## config.mk

```make
export PLATFORM = sky130hd
export DESIGN_NAME = oflow_score_calc_min_sched_flat
export DESIGN_NICKNAME = d
export VERILOG_FILES = /design/src/rtl/oflow_score_calc_min_sched_if.sv /design/src/rtl/oflow_score_calc_min_sched.sv /design/src/flat_wrapper.sv
export SDC_FILE = /design/constraint.sdc
export NUM_CORES = 1
export LEC_CHECK = 0
export CAP_MARGIN = 20
export CELL_PAD_IN_SITES_DETAIL_PLACEMENT = 1
export CELL_PAD_IN_SITES_GLOBAL_PLACEMENT = 1
export CORE_UTILIZATION = 39
export DETAILED_ROUTE_END_ITERATION = 8
export HOLD_SLACK_MARGIN = 0.05
export PLACE_DENSITY = 0.89
export SYNTH_ARGS = -nofsm -noshare
export SYNTH_HDL_FRONTEND = slang
export SYNTH_SLANG_ARGS = --single-unit
```

## constraint.sdc

```tcl
create_clock -name clk -period 3.91 [get_ports clk]
set_clock_uncertainty 0.1 [all_clocks]
set_input_delay 0.782 -clock clk [delete_from_list [all_inputs] [get_ports clk]]
set_output_delay 0.782 -clock clk [all_outputs]
set_load 0.1 [all_outputs]
```

## src/rtl/oflow_score_calc_min_sched_if.sv

```systemverilog
// oflow_score_calc_min_sched_if: lane pulse/status bundle between the score-calc scheduler and its environment.
interface oflow_score_calc_min_sched_if #(
    parameter int N_CH  = 4,
    parameter int CNT_W = 8
);
    logic [N_CH-1:0]  ch_en;
    logic [N_CH-1:0]  done_similarity_metric;
    logic [N_CH-1:0]  done_calc_min;
    logic             done_read;
    logic [N_CH-1:0]  start_calc_min;
    logic             done_score_calc;
    logic [CNT_W-1:0] calc_cnt;
    logic             err_protocol;
    logic             busy;

    modport master (
        output ch_en, done_similarity_metric, done_calc_min, done_read,
        input  start_calc_min, done_score_calc, calc_cnt, err_protocol, busy
    );

    modport slave (
        input  ch_en, done_similarity_metric, done_calc_min, done_read,
        output start_calc_min, done_score_calc, calc_cnt, err_protocol, busy
    );
endinterface

```

## src/rtl/oflow_score_calc_min_sched.sv

```systemverilog
// oflow_score_calc_min_sched: per-lane IDLE/ARM/CALC sequencing of calc_min units with final-batch completion detection.
module oflow_score_calc_min_sched #(
    parameter int N_CH  = 4,
    parameter int CNT_W = 8
) (
    input  logic clk,
    input  logic reset_N,
    oflow_score_calc_min_sched_if.slave bus
);
    typedef enum logic [1:0] {IDLE, ARM, CALC} state_e;

    state_e           state_q [N_CH];
    state_e           state_d [N_CH];
    logic [N_CH-1:0]  en_mask_q, en_mask_d;
    logic [N_CH-1:0]  fin_q, fin_d;
    logic             last_q, last_d;
    logic             done_q, done_d;
    logic             err_q, err_d;
    logic [CNT_W-1:0] cnt_q, cnt_d;

    logic [N_CH-1:0]  idle_v, arm_v, calc_v, en_eff, valid_dcm, fin_all;
    logic             cond, bad;
    logic [4:0]       pop;
    logic [CNT_W+4:0] sum;

    always_ff @(posedge clk or negedge reset_N) begin
        if (!reset_N) begin
            for (int i = 0; i < N_CH; i++) state_q[i] <= IDLE;
            en_mask_q <= '0;
            fin_q     <= '0;
            last_q    <= 1'b0;
            done_q    <= 1'b0;
            err_q     <= 1'b0;
            cnt_q     <= '0;
        end else begin
            for (int i = 0; i < N_CH; i++) state_q[i] <= state_d[i];
            en_mask_q <= en_mask_d;
            fin_q     <= fin_d;
            last_q    <= last_d;
            done_q    <= done_d;
            err_q     <= err_d;
            cnt_q     <= cnt_d;
        end
    end

    always_comb begin
        idle_v = '0;
        arm_v  = '0;
        calc_v = '0;
        for (int i = 0; i < N_CH; i++) begin
            idle_v[i] = state_q[i] == IDLE;
            arm_v[i]  = state_q[i] == ARM;
            calc_v[i] = state_q[i] == CALC;
        end
        // the mask is transparent while fully idle so a batch is accepted on the very first edge
        en_eff    = (&idle_v && !last_q) ? bus.ch_en : en_mask_q;
        en_mask_d = en_eff;
        valid_dcm = bus.done_calc_min & calc_v;
        bad = |(bus.done_calc_min & ~calc_v)
            | |(bus.done_similarity_metric & en_eff & ~idle_v)
            | (bus.done_read & last_q);
        for (int i = 0; i < N_CH; i++) begin
            state_d[i] = state_q[i];
            if (idle_v[i] && bus.done_similarity_metric[i] && en_eff[i]) state_d[i] = ARM;
            else if (arm_v[i]) state_d[i] = CALC;
            else if (valid_dcm[i]) state_d[i] = IDLE;
        end
        fin_all = fin_q | (valid_dcm & {N_CH{last_q}});
        cond    = last_q && (|en_mask_q) && ((fin_all & en_mask_q) == en_mask_q);
        fin_d   = cond ? '0 : fin_all;
        last_d  = bus.done_read ? 1'b1 : (cond ? 1'b0 : last_q);
        done_d  = cond;
        err_d   = err_q | bad;
        pop = '0;
        for (int i = 0; i < N_CH; i++) pop = pop + 5'(valid_dcm[i]);
        sum   = (done_q ? '0 : {5'b0, cnt_q}) + {{CNT_W{1'b0}}, pop};
        cnt_d = (|sum[CNT_W+4:CNT_W]) ? '1 : sum[CNT_W-1:0];
    end

    assign bus.start_calc_min  = arm_v;
    assign bus.done_score_calc = done_q;
    assign bus.calc_cnt        = cnt_q;
    assign bus.err_protocol    = err_q;
    assign bus.busy            = ~(&idle_v) | last_q;
endmodule

```

## src/flat_wrapper.sv

```systemverilog
// flat-port wrapper written by rule: the top's interface ports become plain ports
module oflow_score_calc_min_sched_flat 
#(
    parameter int N_CH  = 4,
    parameter int CNT_W = 8
)
  (clk, reset_N, bus_ch_en, bus_done_similarity_metric, bus_done_calc_min, bus_done_read, bus_start_calc_min, bus_done_score_calc, bus_calc_cnt, bus_err_protocol, bus_busy);
  oflow_score_calc_min_sched_if #(.N_CH(N_CH), .CNT_W(CNT_W)) bus_i ();
  input  logic clk;
  input  logic reset_N;
  input wire logic [$bits(bus_i.ch_en)-1:0] bus_ch_en;
  input wire logic [$bits(bus_i.done_similarity_metric)-1:0] bus_done_similarity_metric;
  input wire logic [$bits(bus_i.done_calc_min)-1:0] bus_done_calc_min;
  input wire logic [$bits(bus_i.done_read)-1:0] bus_done_read;
  output wire logic [$bits(bus_i.start_calc_min)-1:0] bus_start_calc_min;
  output wire logic [$bits(bus_i.done_score_calc)-1:0] bus_done_score_calc;
  output wire logic [$bits(bus_i.calc_cnt)-1:0] bus_calc_cnt;
  output wire logic [$bits(bus_i.err_protocol)-1:0] bus_err_protocol;
  output wire logic [$bits(bus_i.busy)-1:0] bus_busy;
  assign bus_i.ch_en = bus_ch_en;
  assign bus_i.done_similarity_metric = bus_done_similarity_metric;
  assign bus_i.done_calc_min = bus_done_calc_min;
  assign bus_i.done_read = bus_done_read;
  assign bus_start_calc_min = bus_i.start_calc_min;
  assign bus_done_score_calc = bus_i.done_score_calc;
  assign bus_calc_cnt = bus_i.calc_cnt;
  assign bus_err_protocol = bus_i.err_protocol;
  assign bus_busy = bus_i.busy;
  oflow_score_calc_min_sched #(.N_CH(N_CH), .CNT_W(CNT_W)) u_core (.clk(clk), .reset_N(reset_N), .bus(bus_i));
endmodule
```

==> flow_metrics.tcl <==
set metrics [dict create \
    status "completed" \
    wirelength_um 3410 \
    rows 22 \
    grt_pass1_wl_um 5810 \
    synth_area_sq_mm 0.00149 \
    hold_buffers 0 \
    p_leak_nw 0.870 \
    cts_max_path_buffers 2 \
    instances_no_fill 216 \
    area_growth_pct 23.5 \
    finalHoldViolCount 0 \
    cts_tree "built" \
    drv_slew 0 \
    ys.flop_type "dfrtp_1" \
    io_pins 30 \
    firstDrtPassIters 2 \
    maxSlewHeadroom_pct 34.1 \
    critPathRequiredTime_ns 3.96 \
    crit_start "bus_done_calc_min[1]" \
    r2r_cells 9 \
    grt_pass1_vias 1242 \
    fmax_mhz 273 \
    avgSynthCellArea_sq_um 10.6 \
    worst-setup-path-type "in -> reg" \
    fin_util_pct 50.2 \
    gp_congestion 0.825 \
    endpoint_kind "flop" \
    dieArea_sq_mm 0.00407 \
    cts_setup_buffers 0 \
    tightest_slew_ns 0.985 \
    worstSetupStartpointType "input port" \
    finalSetupTns_ns 0 \
    netlist_instances 140 \
    ys_types 40 \
    initial_core_util_pct 40.6 \
    ys_top_cells_by_area "dfrtp_1 45%, ha_1 4.2%, mux2_4 4.0%" \
    path_clk_slew_ns 0.09 \
    hold_class "reg -> reg" \
    crit_end "u_core.bus.calc_cnt[4]" \
    clkLatencyLatePin_ns 0.27 \
    vias 1165 \
    htree_levels 1 \
    layout-drive-gt1-share_pct 9.52 \
    clock-root-buffer "clkbuf_8" \
    via_per_inst 5.39 \
    dpl.hpwl_um 2540 \
    antenna_found_initial 0 \
    crit_path_max_fanout 6 \
    synth_top_area_share_pct 45.4 \
    wl_per_cell_um 15.8 \
    powerDensity_mw_per_mm2 791 \
    die_x_um 63.8 \
    initialDrtViolationCount 52 \
    synthArstFlopShare_pct 100 \
    r2r_slack_ns 0.78 \
    r2r_start "u_core.state_q[6]" \
    drcViolationCount 0 \
    max_stage_delay_ns 0.53 \
    numCtsBuffers 3 \
    synth_seq_area_share_pct 45.4 \
    synth_largest_area_cell "dfrtp_1" \
    portBuffers 29 \
    coreArea_sq_mm 0.00366 \
    overflow 0 \
    period_share_pct 93.6 \
    yosysMostFrequentCell "dfrtp_1" \
    num_antenna_cells 0 \
    die_y_um 63.8 \
    synth_edf_count 0 \
    arrival_ns 3.71 \
    ir_worst_vdd_v 0.000371 \
    grt_usage_pct 18.5 \
    synth_common_cells "27 x dfrtp_1, 11 x a21oi_1, 9 x nor2b_1, 8 x inv_1, 7 x nand2_1" \
    syn-num-nets 162 \
    grt_max_degree 28 \
    yosysWarningCount 0 \
    cp_slowest_cell "clkdlybuf4s50_1" \
    postRouteAntennaNets 0 \
    post_cts_resized 0 \
    placed_cells 212 \
    reg2reg_to "u_core.bus.calc_cnt[4]" \
    cp_cell_sequence "clkdlybuf4s50_1, and3b_1, ha_1, fa_1, ha_1, fa_1, a21oi_1, nor2_1, nand4_1, o21ai_0" \
    nets 191 \
    setup_viol 0 \
    rsz0062_at_grt "false" \
    cts.sinks 27 \
    min_period_ns 3.66 \
    ys_seq_elements 27 \
    power.total_mw 1.45 \
    cap_violations 0 \
]
## flip-flops by register name, indices dropped and copies added, names as in the netlist
signal / count
u_core.bus.err_protocol: 1
u_core.bus.done_score_calc: 1
u_core.en_mask_q: 4
u_core.fin_q: 4
u_core.bus.calc_cnt: 8
u_core.last_q: 1
u_core.state_q: 8
## worst min-delay path by stage
stage                            start                       to  slack (ns)  cells past startpoint
5_1_grt        u_core.bus.err_protocol  u_core.bus.err_protocol        0.47                      2
3_5_place_dp   u_core.bus.err_protocol  u_core.bus.err_protocol        0.39                      2
4_1_cts        u_core.bus.err_protocol  u_core.bus.err_protocol        0.41                      2
6_report       u_core.bus.err_protocol  u_core.bus.err_protocol        0.41                      2
3_3_place_gp           u_core.fin_q[2]          u_core.fin_q[2]        0.38                      2
2_1_floorplan          u_core.fin_q[2]          u_core.fin_q[2]        0.36                      2
## cells in the final DEF, fill, tap and decap left out, drive strengths merged, types with 3 or more instances in the layout
cell type	instances
mux2	4
clkbuf	4
a21o	5
nor2b	9
xnor2	4
buf	3
o21ai	3
nand2	7
a21oi	12
nor2	6
a31o	3
and2	3
dfrtp	27
nor3b	3
nor3	5
nand2b	3
clkdlybuf4s50	27
inv	8
and3b	4
ha	5
## layout make-up
cell class	instances	area [sq um]
Clock buffer	4	45.0
Fill cell	421	1820
Inverter	8	30.0
Multi-Input combinational cell	99	733
Sequential cell	27	676
Tap cell	48	60.1
Timing Repair Buffer	30	293
## where the power goes
part	internal [mW]	total, mW	switching, mW
combinational	0.287	0.789	0.502
clock	0.0731	0.162	0.0884
sequential	0.377	0.502	0.125
## metal layers
layer,track usage (%),share of wire [%],vias to the layer above
met3,2.32,2.7,7
met4,5.97,1.5,0
met5,0,0,-
met2,34.4,52,26
met1,21.6,44,581
li1,-,-,551
## worst max-delay path, delay by kind of cell
kind / cells / cell delay [ns]
AO/OA/AOI/OAI: 2 / 0.36
adder cells (fa/ha/maj): 4 / 1.46
buffers and inverters: 1 / 0.53
AND/OR/NAND/NOR: 3 / 0.57
## through the flow
step / hold WS (ns) / cell area [sq um] / setup WS (ns)
after detailed placement: 0.389 / 1790 / -0.0134
after global placement: 0.376 / 1790 / 0.105
after global routing: 0.467 / 1840 / 0.102
after CTS: 0.412 / 1840 / 0.268
final: 0.409 / 1840 / 0.250
after floorplan: 0.364 / 1490 / 0.687
## kinds of logic (layout without fill, tap and decap cells)
logic type | count (synthesis) | in the layout | share of synthesized area, %
flops | 27 | 27 | 45.4
mux | 4 | 4 | 4.04
xor+xnor | 4 | 4 | 2.35
simple gates | 51 | 51 | 20.7
compound gates | 33 | 33 | 15.3
fa+ha+maj | 7 | 7 | 6.90
buf+inv | 14 | 42 | 5.30
No activity file was read; power rests on OpenSTA's default activity.
==> RTL edit 1, RTL diff (same settings) <==
Make the reset (`reset_N`) synchronous in one clocked block.
--- a/src/rtl/oflow_score_calc_min_sched.sv
+++ b/src/rtl/oflow_score_calc_min_sched.sv
@@ -23,7 +23,7 @@
     logic [4:0]       pop;
     logic [CNT_W+4:0] sum;
 
-    always_ff @(posedge clk or negedge reset_N) begin
+    always_ff @(posedge clk) begin
         if (!reset_N) begin
             for (int i = 0; i < N_CH; i++) state_q[i] <= IDLE;
             en_mask_q <= '0;
Function: differs if reset_N is asserted again (counterexample within 4 cycles, from zero or initial values and one cycle with reset_N low); with reset_N held inactive, the same outputs for 10 cycles.
==> RTL edit 1 against the unedited design <==
First-iteration DRC count shrank 3.8%; critical endpoint is now u_core.bus.calc_cnt[4]; cell area rose by 5.9%; synthesized area is 5.8% higher; via count grew 17%; setup slack better by 0.099 ns; highest routed layer unchanged; critical path depth rose by 1; sequential cell count unchanged; largest cell class unchanged; non-clock buffer count rose by 2; routed wire length is 19% higher.
Power is not compared: it rests on default switching activity, and its combinational part moved more than twofold at a synthesized area within 25%.
==> RTL edit 1: results (changes against the unedited design) <==
{| class="wikitable"
! Metric !! Value
|-
| Hold path endpoint || u_core.fin_q[1]
|-
| Buffer count from post-CTS setup fixing || 0 (unchanged)
|-
| Async set-reset flop share out of synthesis || 0 (-1.000)
|-
| Average detailed-routed wire length per instance || 16.76 um (+6.2%)
|-
| Status || finished clean
|-
| Pin count of the biggest net entering global routing || 32 (+14%)
|-
| Slowest Stage Delay on Critical Path || 0.51 ns (-0.02 ns)
|-
| Distinct cell type count after synthesis || 46 (+15%)
|-
| Critical-path top delay cell || nor4b_2
|-
| Number of nets in the layout || 218 (+14%)
|-
| Hold path startpoint || u_core.fin_q[1]
|-
| First-pass GRT wire length || 6886 um (+19%)
|-
| Synth area leaders || dfxtp_1 (34%), nor2b_1 (6.4%), o21a_1 (4.3%)
|-
| Violation count after the first detailed-routing iteration || 50 (-3.8%)
|-
| Transition at the pin with the smallest max-transition slack || 1.057 ns (+0.07141 ns)
|-
| CP arrival || 3.67 ns (-0.04 ns)
|-
| Reg2Reg Setup Slack || 0.71 ns (-0.07 ns)
|-
| Clock buffer depth || 2 (unchanged)
|-
| Max Fanout on Critical Path || 5 (-1)
|-
| Layout cells sized above 1 || 0.08718 (-0.008059)
|-
| Vias after detailed routing || 1,366 (+17%)
|-
| Syn Nets || 189 (+17%)
|-
| Worst hold-check slack || 0.4299 ns (+0.02043 ns)
|-
| Start of the worst register-to-register path || u_core.state_q[0][2]
|-
| Leading register cell type out of synthesis || dfxtp_1
|-
| Commonest cells post-synth || dfxtp_1 (27), nor2b_1 (16), nor2_1 (11)
|-
| Cell area reported after detailed placement || 1898 um2 (+5.9%)
|-
| Antenna violations before repair || 0 (unchanged)
|-
| Total die area || 4294 um2 (+5.6%)
|-
| Gate count after technology mapping || 167 (+19%)
|-
| Estimated wirelength of the detail-placed design || 3064 um (+21%)
|-
| Combined global-route utilization of all metal layers || 0.2073 (+0.02267)
|-
| Final estimated routing congestion in global placement || 0.8084 (-2.0%)
|-
| DRT Wirelength || 4072 um (+19%)
|-
| Cell count of the worst reg-to-reg path || 10 (+1)
|-
| Capturing point of the worst reg2reg path || u_core.bus.calc_cnt[4]
|-
| Detailed-router iteration count before antenna repair || 4 (+2)
|}
[RTL edit 1: kinds of logic after synthesis]
family,synth area share
AOI/OAI and AO/OA,0.1725
muxes,0.03816
and+or+nand+nor,0.3140
buffers and inverters,0.03338
adders and majority gates,0.06518
xor gates and xnor gates,0.03339
DFF,0.3434
[RTL edit 1: layout make-up]
class	count	area, um2	share of cell area
inverter	3	11.26	0.005792
multi-input combinational	129	980.9	0.5045
tap	48	60.06	0.03089
timing repair buffer	32	305.3	0.1570
clock buffer	3	41.29	0.02124
clock inverter	1	5.005	0.002574
sequential	27	540.5	0.2780
[RTL edit 1: how the worst max path moves through the flow]
stage	from	to	slack, ns	cells past startpoint
2_1_floorplan	bus_done_calc_min[1]	u_core.bus.calc_cnt[2]	0.66	8
3_3_place_gp	bus_done_calc_min[1]	u_core.bus.calc_cnt[4]	0.25	11
3_5_place_dp	bus_done_calc_min[1]	u_core.bus.calc_cnt[4]	0.06	11
4_1_cts	bus_done_calc_min[1]	u_core.bus.calc_cnt[4]	0.35	11
5_1_grt	bus_done_calc_min[1]	u_core.bus.calc_cnt[4]	0.18	11
6_report	bus_done_calc_min[1]	u_core.bus.calc_cnt[4]	0.35	11
[RTL edit 1: power groups by stage]
stage / sequential (uW) / clock (uW) / combinational (uW)
2_1_floorplan: 352 / 0 / 222
3_3_place_gp: 341 / 0 / 298
3_5_place_dp: 343 / 0 / 308
4_1_cts: 337 / 167 / 310
5_1_grt: 342 / 177 / 329
6_report: 338 / 161 / 309
[RTL edit 1: layer usage]
| metal | vias up | part of all wire | global-route usage |
|---|---|---|---|
| met5 | - | 0 | 0 |
| li1 | 675 | - | - |
| met1 | 656 | 0.44 | 0.2428 |
| met4 | 0 | 0.014 | 0.03804 |
| met3 | 6 | 0.034 | 0.04861 |
| met2 | 29 | 0.51 | 0.3814 |
[RTL edit 1: through the flow]
step | utilization | setup WS, ns
floorplan | - | 0.6636
global placement | 0.5033 | 0.2455
detailed placement | 0.5033 | 0.05912
CTS | 0.5156 | 0.3544
global route | 0.5156 | 0.1760
finish | 0.5156 | 0.3491
[RTL edit 1: worst register-to-register path: cells and delay by family, from the launching register on]
family | cells | cell delay, ns
adder cells (fa/ha/maj) | 4 | 1.23
AO/OA/AOI/OAI | 2 | 0.22
buffers and inverters | 1 | 0.15
AND/OR/NAND/NOR | 3 | 0.90
flip-flops | 1 | 0.52
